$ cat src/rtl/display_scan.sv
// rtl/display_scan.sv - serial binary-to-BCD seven-segment scanner; optional signed mode via DISPLAY_SCAN_SIGNED_EN
module display_scan #(
    parameter int DIGITS   = 4,
    parameter int DATA_W   = 8,
    parameter int SCAN_DIV = 4
) (
    input  logic              clk,
    input  logic              rst_n,
    input  logic [DATA_W-1:0] value,
    input  logic              load,
    output logic              busy,
    output logic              ovf,
    output logic [6:0]        seg,
    output logic [DIGITS-1:0] an
);
    localparam int BW   = 4 * DIGITS;
    localparam int CW   = $clog2(DATA_W + 1);
    localparam int IW   = (DIGITS > 1) ? $clog2(DIGITS) : 1;
    localparam int CNTW = $clog2(SCAN_DIV);
    localparam logic [6:0] BLANK = 7'h7F;
    localparam logic [6:0] DASH  = 7'b0111111;

    typedef enum logic {IDLE, CONV} state_t;

    state_t              state, state_nxt;
    logic [DATA_W-1:0]   sh;
    logic [BW:0]         work, work_nxt;
    logic [BW-1:0]       adj;
    logic [BW:0]         shifted;
    logic [CW-1:0]       bitcnt;
    logic                last;
    logic [BW-1:0]       disp;
    logic [DATA_W-1:0]   mag;
    logic [CNTW-1:0]     cnt;
    logic [IW-1:0]       idx, msd;
    logic [3:0]          cur;
    logic [6:0]          glyph;
`ifdef DISPLAY_SCAN_SIGNED_EN
    logic                neg, disp_neg;
`endif

    function automatic logic [6:0] seg_code(input logic [3:0] d);
        case (d)
            4'd0:    seg_code = 7'b1000000;
            4'd1:    seg_code = 7'b1111001;
            4'd2:    seg_code = 7'b0100100;
            4'd3:    seg_code = 7'b0110000;
            4'd4:    seg_code = 7'b0011001;
            4'd5:    seg_code = 7'b0010010;
            4'd6:    seg_code = 7'b0000010;
            4'd7:    seg_code = 7'b1111000;
            4'd8:    seg_code = 7'b0000000;
            4'd9:    seg_code = 7'b0010000;
            default: seg_code = BLANK;
        endcase
    endfunction

    assign last = (bitcnt == CW'(DATA_W - 1));

    always_ff @(posedge clk or negedge rst_n) begin
        if (!rst_n) state <= IDLE;
        else        state <= state_nxt;
    end

    always_comb begin
        state_nxt = state;
        busy      = (state == CONV);
        case (state)
            IDLE: if (load) state_nxt = CONV;
            CONV: if (last) state_nxt = IDLE;
            default: state_nxt = IDLE;
        endcase
    end

`ifdef DISPLAY_SCAN_SIGNED_EN
    // Magnitude is taken as DATA_W-bit unsigned so the most negative value survives.
    assign mag = value[DATA_W-1] ? (~value + DATA_W'(1)) : value;
`else
    assign mag = value;
`endif

    // One shift-add-3 step; the carry bit is sticky across the whole conversion.
    always_comb begin
        adj = work[BW-1:0];
        for (int i = 0; i < DIGITS; i++)
            if (adj[4*i +: 4] >= 4'd5) adj[4*i +: 4] = adj[4*i +: 4] + 4'd3;
        shifted  = {adj, sh[DATA_W-1]};
        work_nxt = {work[BW] | shifted[BW], shifted[BW-1:0]};
    end

    always_ff @(posedge clk or negedge rst_n) begin
        if (!rst_n) begin
            sh     <= '0;
            work   <= '0;
            bitcnt <= '0;
            disp   <= '0;
            ovf    <= 1'b0;
`ifdef DISPLAY_SCAN_SIGNED_EN
            neg      <= 1'b0;
            disp_neg <= 1'b0;
`endif
        end else if (state == IDLE && load) begin
            sh     <= mag;
            work   <= '0;
            bitcnt <= '0;
`ifdef DISPLAY_SCAN_SIGNED_EN
            neg    <= value[DATA_W-1];
`endif
        end else if (state == CONV) begin
            sh     <= sh << 1;
            work   <= work_nxt;
            bitcnt <= bitcnt + CW'(1);
            if (last) begin
                disp <= work_nxt[BW-1:0];
`ifdef DISPLAY_SCAN_SIGNED_EN
                // A full-width magnitude leaves no room for the sign digit.
                ovf      <= work_nxt[BW] | (|work_nxt[BW-1 -: 4]);
                disp_neg <= neg;
`else
                ovf  <= work_nxt[BW];
`endif
            end
        end
    end

    always_comb begin
        msd = '0;
        for (int i = 1; i < DIGITS; i++)
            if (disp[4*i +: 4] != 4'd0) msd = IW'(i);
        cur   = disp[4*idx +: 4];
        glyph = BLANK;
        if (ovf)
            glyph = DASH;
        else if (idx <= msd)
            glyph = seg_code(cur);
`ifdef DISPLAY_SCAN_SIGNED_EN
        else if (disp_neg && ({1'b0, idx} == {1'b0, msd} + (IW+1)'(1)))
            glyph = DASH;
`endif
    end

    always_ff @(posedge clk or negedge rst_n) begin
        if (!rst_n) begin
            cnt <= '0;
            idx <= '0;
            seg <= BLANK;
            an  <= '1;
        end else begin
            if (cnt == CNTW'(SCAN_DIV - 1)) begin
                cnt <= '0;
                idx <= (idx == IW'(DIGITS - 1)) ? '0 : idx + IW'(1);
            end else begin
                cnt <= cnt + CNTW'(1);
            end
            seg <= (cnt == '0) ? BLANK : glyph;
            an  <= (cnt == '0) ? '1 : ~(DIGITS'(1) << idx);
        end
    end
endmodule

$ cat config.mk
export PLATFORM = sky130hd
export DESIGN_NAME = display_scan
export DESIGN_NICKNAME = d
export VERILOG_FILES = /design/src/rtl/display_scan.sv
export SDC_FILE = /design/constraint.sdc
export NUM_CORES = 1
export LEC_CHECK = 0
export CAP_MARGIN = 20
export CORE_MARGIN = 2
export CORE_UTILIZATION = 35
export CTS_BUF_LIST = sky130_fd_sc_hd__clkbuf_16
export DETAILED_ROUTE_END_ITERATION = 12
export PLACE_DENSITY = 0.5
export SETUP_SLACK_MARGIN = 0.15
export SLEW_MARGIN = 25
export SYNTH_ARGS = -nofsm -noshare
export SYNTH_HDL_FRONTEND = slang
export SYNTH_SLANG_ARGS = --single-unit
$ cat constraint.sdc
create_clock -name clk -period 5.3 [get_ports clk]
set_input_delay 0.795 -clock clk [delete_from_list [all_inputs] [get_ports clk]]
set_output_delay 0.795 -clock clk [all_outputs]
set_load 0.01 [all_outputs]
# After elaboration in Yosys (flattened, before gate mapping)
# Memories as Yosys holds them, arrays and structs flattened.
# Cells that the tools add are included.
# totals
romBits	112
register_bits	62
elab_cells	61
output_inout_bits	13
inputBits	11
mem_count	1
# classes
shifts	2
n_reduce_logical	7
muxes	22
eq_ne	3
magnitude_cmp	5
add_sub_neg	7
n_bitwise	4
# mem_list
name	words	width	rd	rd_ports_with_merged_regs	wr	line_no	source
(name not given)	16	7	1	0	0	43	case (d)
# op_table
cell	count
two-way mux 17 bit	2
two-way mux 4 bit	7
two-way mux 7 bit	3
adder 4 x 2 -> 4 bit (second input constant)	4
greater-or-equal comparator 4 x 3 -> 1 bit (second input constant)	4
two-way mux 8 bit	2
indexed part select 16 x 5 -> 4 bit	1
nonzero test 4 bit	3
two-way mux 2 bit	4
adder 2 x 1 -> 2 bit (second input constant)	2
adder 4 x 1 -> 4 bit (second input constant)	1
equality test 2 bit (second input constant)	2
equality test 4 x 3 -> 1 bit (second input constant)	1
inverter 4 bit	1
left shift 1 x 2 -> 4 bit (first input constant)	1
two-way mux 1 bit	3
AND reduction 3 bit	1
<= comparator 2 bit	1
logical NOT 2 bit	1
inverter 1 bit	2
one-hot mux 1 bit (2 select lines)	1
nonzero test 2 bit	1
logical AND 1 bit	1
OR 1 bit	1

# Logic depth before layout (Yosys ltp)
# Gate-level depths: netlist of run 1.
# logic_depth
depth_word	8
ltp_mapped	7
mapped_depth_nobuf	7

# Least setup slack after synthesis of run 1
# OpenSTA, ideal clock, no wires.
# synth_timing
path_kind	register to register
start	reg disp[9]
end	reg seg[5]
path_stages_with_launch	8
synth_period_minus_slack_ns	2.084
setup_slack_ns	3.216
path_buffers	0
arrival_ns	1.980
required_time_ns	5.196
path_cell_list	dfrtp_1 or4_1 nor2_1 ha_1 nor2b_1 a2bb2oi_1 nor3_1 a22oi_1
# synth_via
elab_chain_len	7
word_cells_on_any_way	9
classes_between	order compare (1); shift (1); mux (5); reduce/logical (1); memory (1)
# synth_lines
element	line_no	source
start, declared	32	logic [BW-1:0] disp;
start signal, assigned	114	disp <= work_nxt[BW-1:0];
parallel branches: the longest is 4 deep, another holds memory read (16 x 7 bit)	n/a	
two-way mux 7 bit *	134	else if (idx <= msd)
two-way mux 7 bit *	132	if (ovf)
two-way mux 7 bit *	155	seg <= (cnt == '0) ? BLANK : glyph;
end signal, assigned	155	
end, declared	13	output logic [6:0] seg,
# Every way passes the cells marked *.
# A chain may end at the register's enable or synchronous reset.

# Worst setup path after layout of run 1
# Same ends and word-level chain as after synthesis.

==> impl_summary.txt, run 1 <==
----------------------------------------------------
[Synth]
  Post-synthesis cell count ... roughly 280
  Number of storage elements in the synthesis netlist ... between 60 and 70
  Number of synthesized flops with an enable pin ... 0
  Portion of the post-synthesis area used by sequential elements ... 49.4%
  Syn Area/Cell ... 11.2 um^2
  Area leader, netlist ... dfrtp_1
  Main area contributors after synthesis ... dfrtp_1, dfstp_2, ha_1
  Syn nets ... between 300 and 400
  Yosys warning total ... 0
  Post-synthesis async set-or-reset flop share ... 100%
  Ys flop type ... dfrtp_1
  Area fraction of the dominant cell type after synthesis ... between 40% and 50%
  Number of distinct library cells after synthesis ... 36
  Netlist Area Pre-Place ... 3170 um^2

[Critical path]
  Critical Path RT ... 5.52 ns
  Worst-case reg-to-reg path depth ... 7
  Worst r2r src ... disp[9]
  Element type at the critical path start ... register
  Worst path arrival time ... 2.52 ns
  Critical R2R Capture ... seg[5]
  Top fanout value on the critical path ... 6
  Family of cells with the greatest summed delay on the critical path ... simple AND/OR/NAND/NOR gates
  Worst setup path class ... register to register
  Sort of element at the end of the critical path ... register
  Buffer and inverter count on the worst path ... 0
  Slowest library cell on the worst path ... or4_1
  Sequence of cells on the critical path ... or4_1 -> nor2_1 -> ha_1 -> nor2b_1 -> a2bb2oi_1 -> nor3_1 -> a22oi_1
  R2R Setup Slk ... about 3 ns
  Largest incremental delay on the critical path ... 0.54 ns

[STA]
  Period utilisation layout ... 43.4%
  Clock period minus worst slack ... around 2.3 ns
  Final TNS setup ... 0 ns
  Unrepaired setup endpoints after global routing ... false
  Worst slew margin ... 47.2%
  Final Hold Slack ... 0.466 ns
  Fin. Hold Viols ... 0
  Setup violations, final ... 0
  Final WS setup ... between 2 and 3 ns
  Slew at the pin closest to its max-slew limit ... approximately 0.79 ns
  Layout Skew ... 0.00466 ns
  Slew Limit Fails ... 0
  Highest Clock Rate ... roughly 430 MHz

[Route]
  Initial DRC Count ... 99
  Total via count in the routed design ... about 2.1k
  First-pass iteration count of the detailed router ... 4
  Final WL ... 5840 um
  Detailed-route DRC error count ... 0
  Final ANT Viol Nets ... 0
  Vias per inst ... 4.98
  WL/cell ... approximately 14 um

[Global route]
  Total global routing track utilization ... 13.1%
  Antenna violations before repair ... 0
  Number of global-route vias before repair ... 2,104
  Largest net degree at the start of global routing ... 63
  Wire length of the first global-routing pass ... 10,200 um
  Grt total ovfl ... 0

[Clock network]
  Clock network latency to the later pin of the worst-skew pair ... 0.33 ns
  Max H-tree Level ... 3
  Buffers from clock root to sink, at most ... 2
  Num CTS Buffers ... 9
  CTS tree ... yes
  Number of gates given a new drive strength after cts ... 0
  Hold-fix buffers, CTS ... 0
  CTS root buf ... clkbuf_16
  Clock net sink count ... 62
  Clock-pin slew on the worst setup and hold paths ... 0.05 ns
  # Post-CTS Setup Buffers ... 0

[Pwr]
  Max IR drop VDD ... about 0.29 mV
  Switching Power ... 0.790 mW
  Post-route total power ... 2.31 mW
  Part of the power in registers ... roughly a third
  Static Leakage ... 1.76 nW
  Clk pwr share ... 28.6%
  Combinational share of power ... 37.1%
  Total internal power ... 1.52 mW
  Power Density ... 601 nW/um^2
  Fraction of power spent switching nets ... around 34%

[Layout]
  Fin cells ... 424
  Number of fillers in the final layout ... 848
  Design Area, Final ... ~3800 um^2
  Layout cell share with drive strength beyond 1 ... 14.2%
  Ant diodes ... 0
  Most common library cell in the layout ignoring fill and taps ... dfrtp_1
  Relative area change from synthesis to final layout ... 21.6%
  Multi-input gate area in the final layout ... 1490 um^2
  Net total in the final layout ... 344
  Area taken by flip-flops and latches ... ~1600 um^2
  Highest-count cells in the layout ignoring fill and taps ... dfrtp_1, nand2_1, o21ai_1, ha_1, clkdlybuf4s50_1
  Share of the core filled with cells ... 43.9%

[Floorplan]
  Height of the chip ... 99.1 um
  Number of standard-cell rows in the floorplan ... 34
  Standard cell core area ... between 8000 and 9000 um^2
  Horiz. Die Dim ... between 90 and 100 um
  Effective utilization at floorplan ... 36.1%
  Area of the die ... 9820 um^2
  Io pins ... 24

[Run]
  Number of maximum-capacitance violations ... 0

[Status]
  Outcome ... completed

[Placement]
  Port-buffer cells ... 23
  Post-place setup slack ... between 2 and 3 ns
  Placement-stage cell area ... 3510 um^2
  Gp weighted congestion ... 0.800
  DPL Wire Length ... 3970 um
  Cell count after placement ... 408

[Hold path]
  Startpoint of the lowest-slack hold path ... cnt[0]
  Worst min-delay path endpoint ... cnt[0]
  Path category of the worst min-delay check ... register to register
  Worst hold path stage count ... 1

----------------------------------------------------
==> state kept, by name, indices dropped and copies added (netlist names) <==
name,cells
disp,16
seg,7
sh,8
cnt,2
ovf,1
an,4
idx,2
bitcnt,4
work,17
busy,1
==> power by group through the flow <==
stage,clock [mW],combinational (mW),sequential (mW)
after floorplan,0,0.687,0.756
after global placement,0,0.851,0.802
after detailed placement,0,0.871,0.800
after CTS,0.677,0.877,0.795
after global routing,0.702,0.984,0.819
final,0.663,0.859,0.792
==> worst max-delay path by stage <==
stage                  start   endpoint  slack [ns]  cells after the start
finish               disp[9]     seg[5]        3.00                      7
global placement        load  bitcnt[0]        2.70                      4
global route         disp[9]     seg[5]        2.81                      7
floorplan            disp[9]     seg[5]        3.22                      7
CTS                 disp[13]     seg[5]        2.99                      7
detailed placement      load  bitcnt[0]        2.72                      4
==> routing by layer <==
metal	routed length (um)	up-vias	share of wire [%]	track usage, %
met5	0	-	0	0
met4	88	0	1.5	3.79
met3	271	9	4.6	5.06
met2	2770	35	48	21.6
met1	2710	1022	46	16.1
li1	-	1047	-	-
==> synthesized netlist by cell type (3+ instances only) <==
cell / count
a21oi_1: 9
dfrtp_1: 51
mux4_2: 4
nor3b_1: 4
ha_1: 22
o21ai_0: 3
nand2_1: 27
inv_1: 17
mux2i_1: 17
mux2_1: 8
nand2b_1: 11
xnor2_1: 5
dfstp_2: 11
nor2_1: 13
mux2_2: 7
clkbuf_1: 7
nor3_1: 3
a22o_1: 16
o21ai_1: 22
nor4_1: 4
nor2b_1: 3
==> final cells by class <==
class	instances	area share, %
clock inverters	7	2.92
clock buffers	9	5.85
multi-input cells	194	38.8
well taps	108	3.51
repair buffers	27	6.63
inverters	17	1.66
flip-flops and latches	62	40.7
==> worst register-to-register path: stages (launching register included) <==
cell and delay (ns):
dfrtp_1 0.39, or4_1 0.54, nor2_1 0.13, ha_1 0.24, nor2b_1 0.13, a2bb2oi_1 0.16, nor3_1 0.43, a22oi_1 0.17
==> kinds of logic after synthesis <==
group / Yosys count / share of synthesized area, %
and+or+nand+nor: 71 / 11.0
buffers and inverters: 27 / 3.44
xor gates and xnor gates: 6 / 1.66
DFF: 62 / 49.4
adders and majority gates: 22 / 8.69
AOI/OAI and AO/OA: 58 / 11.7
muxes: 37 / 14.0
(Power assumes the default switching activity.)
==> run 2, diff against run 1 <==
==> constraint.sdc (replaced) <==
create_clock -name clk -period 2.2 [get_ports clk]
set_input_delay 0.33 -clock clk [delete_from_list [all_inputs] [get_ports clk]]
set_output_delay 0.33 -clock clk [all_outputs]
set_load 0.01 [all_outputs]
==> run 2 against run 1 <==
  * The flow now finishes with violations (negative hold slack)
  * Via count grew 0.76%
  * Global-route usage grew 0.67 points
  * Final cell count grew 2.4%
  * Worst hold slack lost 0.47 ns
  * Flip-flop and latch count is the same
  * Utilization grew 1.6 points
  * Register-to-register slack lost 2.9 ns
  * Critical path depth grew 1
  * Critical path type unchanged
==> impl_summary.txt, run 2 (synthesis gave the netlist of run 1 again) <==
----------------------------------------------------
[Placement]
  Port-buffer cells ... 23
  Post-place setup slack ... about 0.0063 ns
  Placement-stage cell area ... 3550 um^2
  DPL Wire Length ... 4220 um
  Cell count after placement ... 413
  Gp weighted congestion ... about 0.80

[STA]
  Highest Clock Rate ... 481 MHz
  Period utilisation layout ... 94.6%
  Setup violations, final ... 0
  Final TNS setup ... 0 ns
  Final WS setup ... between 0.1 and 0.15 ns
  Fin. Hold Viols ... 10
  Layout Skew ... around 0.006 ns
  Unrepaired setup endpoints after global routing ... true
  Clock period minus worst slack ... 2.08 ns
  Slew at the pin closest to its max-slew limit ... around 0.55 ns
  Worst slew margin ... 63.3%
  Final Hold Slack ... -0.00874 ns
  Slew Limit Fails ... 0

[Clock network]
  Max H-tree Level ... 3
  Hold-fix buffers, CTS ... 0
  Clock-pin slew on the worst setup and hold paths ... 0.05 ns
  CTS root buf ... clkbuf_16
  Clock net sink count ... 62
  Clock network latency to the later pin of the worst-skew pair ... around 0.32 ns
  Num CTS Buffers ... 9
  Buffers from clock root to sink, at most ... 2
  CTS tree ... yes

[Hold path]
  Path category of the worst min-delay check ... input port to asynchronous set/reset pin

[Critical path]
  Largest incremental delay on the critical path ... 0.55 ns
  Sequence of cells on the critical path ... or4_4 -> o21bai_4 -> ha_4 -> nor2b_4 -> a2bb2oi_4 -> nor3_4 -> buf_4 -> a22oi_2
  Worst setup path class ... register to register
  Slowest library cell on the worst path ... or4_4
  Buffer and inverter count on the worst path ... 1
  Sort of element at the end of the critical path ... register
  Family of cells with the greatest summed delay on the critical path ... simple AND/OR/NAND/NOR gates
  Worst path arrival time ... 2.33 ns
  Critical Path RT ... roughly 2.5 ns
  Top fanout value on the critical path ... 4
  Element type at the critical path start ... register

[Layout]
  Ant diodes ... 0
  Largest registers in the final layout ... work x17, disp x16, sh x8
  Net total in the final layout ... 354
  Relative area change from synthesis to final layout ... 26.1%
  Highest-count cells in the layout ignoring fill and taps ... dfrtp_1, nand2_1, o21ai_1, clkdlybuf4s50_1, ha_1
  Number of flip-flops under the largest register name ... 17
  Layout cell share with drive strength beyond 1 ... 20.2%
  Most common library cell in the layout ignoring fill and taps ... dfrtp_1
  Design Area, Final ... 3990 um^2
  Register bank with the most flops ... work
  Fin cells ... between 400 and 500

[Pwr]
  Combinational share of power ... between 40% and 50%
  Fraction of power spent switching nets ... 35.7%
  Clk pwr share ... 23.9%
  Static Leakage ... 1.81 nW
  Part of the power in registers ... between 30% and 40%
  Switching Power ... 2.01 mW
  Power Density ... 1410 nW/um^2
  Max IR drop VDD ... 0.566 mV
  Total internal power ... around 3.6 mW

[Floorplan]
  Height of the chip ... 99.1 um
  Standard cell core area ... 8760 um^2
  Horiz. Die Dim ... 99.1 um
  Effective utilization at floorplan ... 36.1%
  Area of the die ... between 9000 and 10,000 um^2
  Io pins ... 24
  Number of standard-cell rows in the floorplan ... 34

[Route]
  First-pass iteration count of the detailed router ... 4
  Final WL ... 6140 um
  Vias per inst ... 4.91
  Detailed-route DRC error count ... 0
  WL/cell ... 14.1 um
  Total via count in the routed design ... 2,129
  Final ANT Viol Nets ... 0
  Initial DRC Count ... slightly above 80

[Global route]
  Total global routing track utilization ... around 14%
  Antenna violations before repair ... 0
  Grt total ovfl ... 0
  Largest net degree at the start of global routing ... 26
  Wire length of the first global-routing pass ... about 11,000 um
  Number of global-route vias before repair ... 2,107

[Status]
  Violated checks ... negative hold slack
  Outcome ... finished, violations left

[Run]
  Number of maximum-capacitance violations ... 0

----------------------------------------------------
## run 2: layer usage
| metal | track usage, % | routed length, um | vias up |
|---|---|---|---|
| li1 | - | - | 1069 |
| met1 | 18.8 | 2870 | 1010 |
| met2 | 20.5 | 2860 | 36 |
| met3 | 3.94 | 284 | 14 |
| met4 | 6.43 | 129 | 0 |
| met5 | 0 | 0 | - |
## run 2: final timing paths
check | from | cells after the start | slack [ns] | to
max | disp[12] | 8 | 0.12 | seg[5]
min | rst_n | 1 | -0.009 | work[6]
max reg2reg | disp[12] | 8 | 0.12 | seg[5]
min reg2reg | cnt[0] | 1 | 0.46 | cnt[0]
max in group asynchronous | rst_n | 2 | 1.53 | work[9]
min in group clk | cnt[0] | 1 | 0.46 | cnt[0]
## run 2: final cells by class
type	count	area (um^2)
clock inverters	7	57.6
fillers	824	4770
well taps	108	135
flip-flops and latches	62	1570
repair buffers	37	330
inverters	17	63.8
clock buffers	9	225
multi-input cells	194	1620
## run 2: worst reg2reg max path: stages, from the launching register on
cell       delay (ns)
dfrtp_1          0.37
or4_4            0.55
o21bai_4         0.20
ha_4             0.17
nor2b_4          0.12
a2bb2oi_4        0.24
nor3_4           0.06
buf_4            0.15
a22oi_2          0.14
## run 2: through the flow
step           hold WS (ns)  total power [mW]  util (%)
2_1_floorplan        0.0344              3.48         -
3_3_place_gp          0.362              4.01      40.6
3_5_place_dp          0.363              4.05      40.6
4_1_cts              0.0119              5.64      45.2
5_1_grt              0.0355              6.08      45.6
6_report           -0.00874              5.63      45.6
## run 2: power by group through the flow
stage / Combinational (mW) / Clock [mW] / Sequential (mW)
5_1_grt: 2.68 / 1.43 / 1.97
6_report: 2.37 / 1.35 / 1.91
2_1_floorplan: 1.66 / 0 / 1.82
3_3_place_gp: 2.10 / 0 / 1.92
4_1_cts: 2.36 / 1.38 / 1.91
3_5_place_dp: 2.13 / 0 / 1.92
## run 2: timing repair
item                       4_1_cts  5_1_grt
setup endpoints to repair        7        7
gates resized for setup         14        5
buffers inserted                 5        0
pin swaps                        6        4
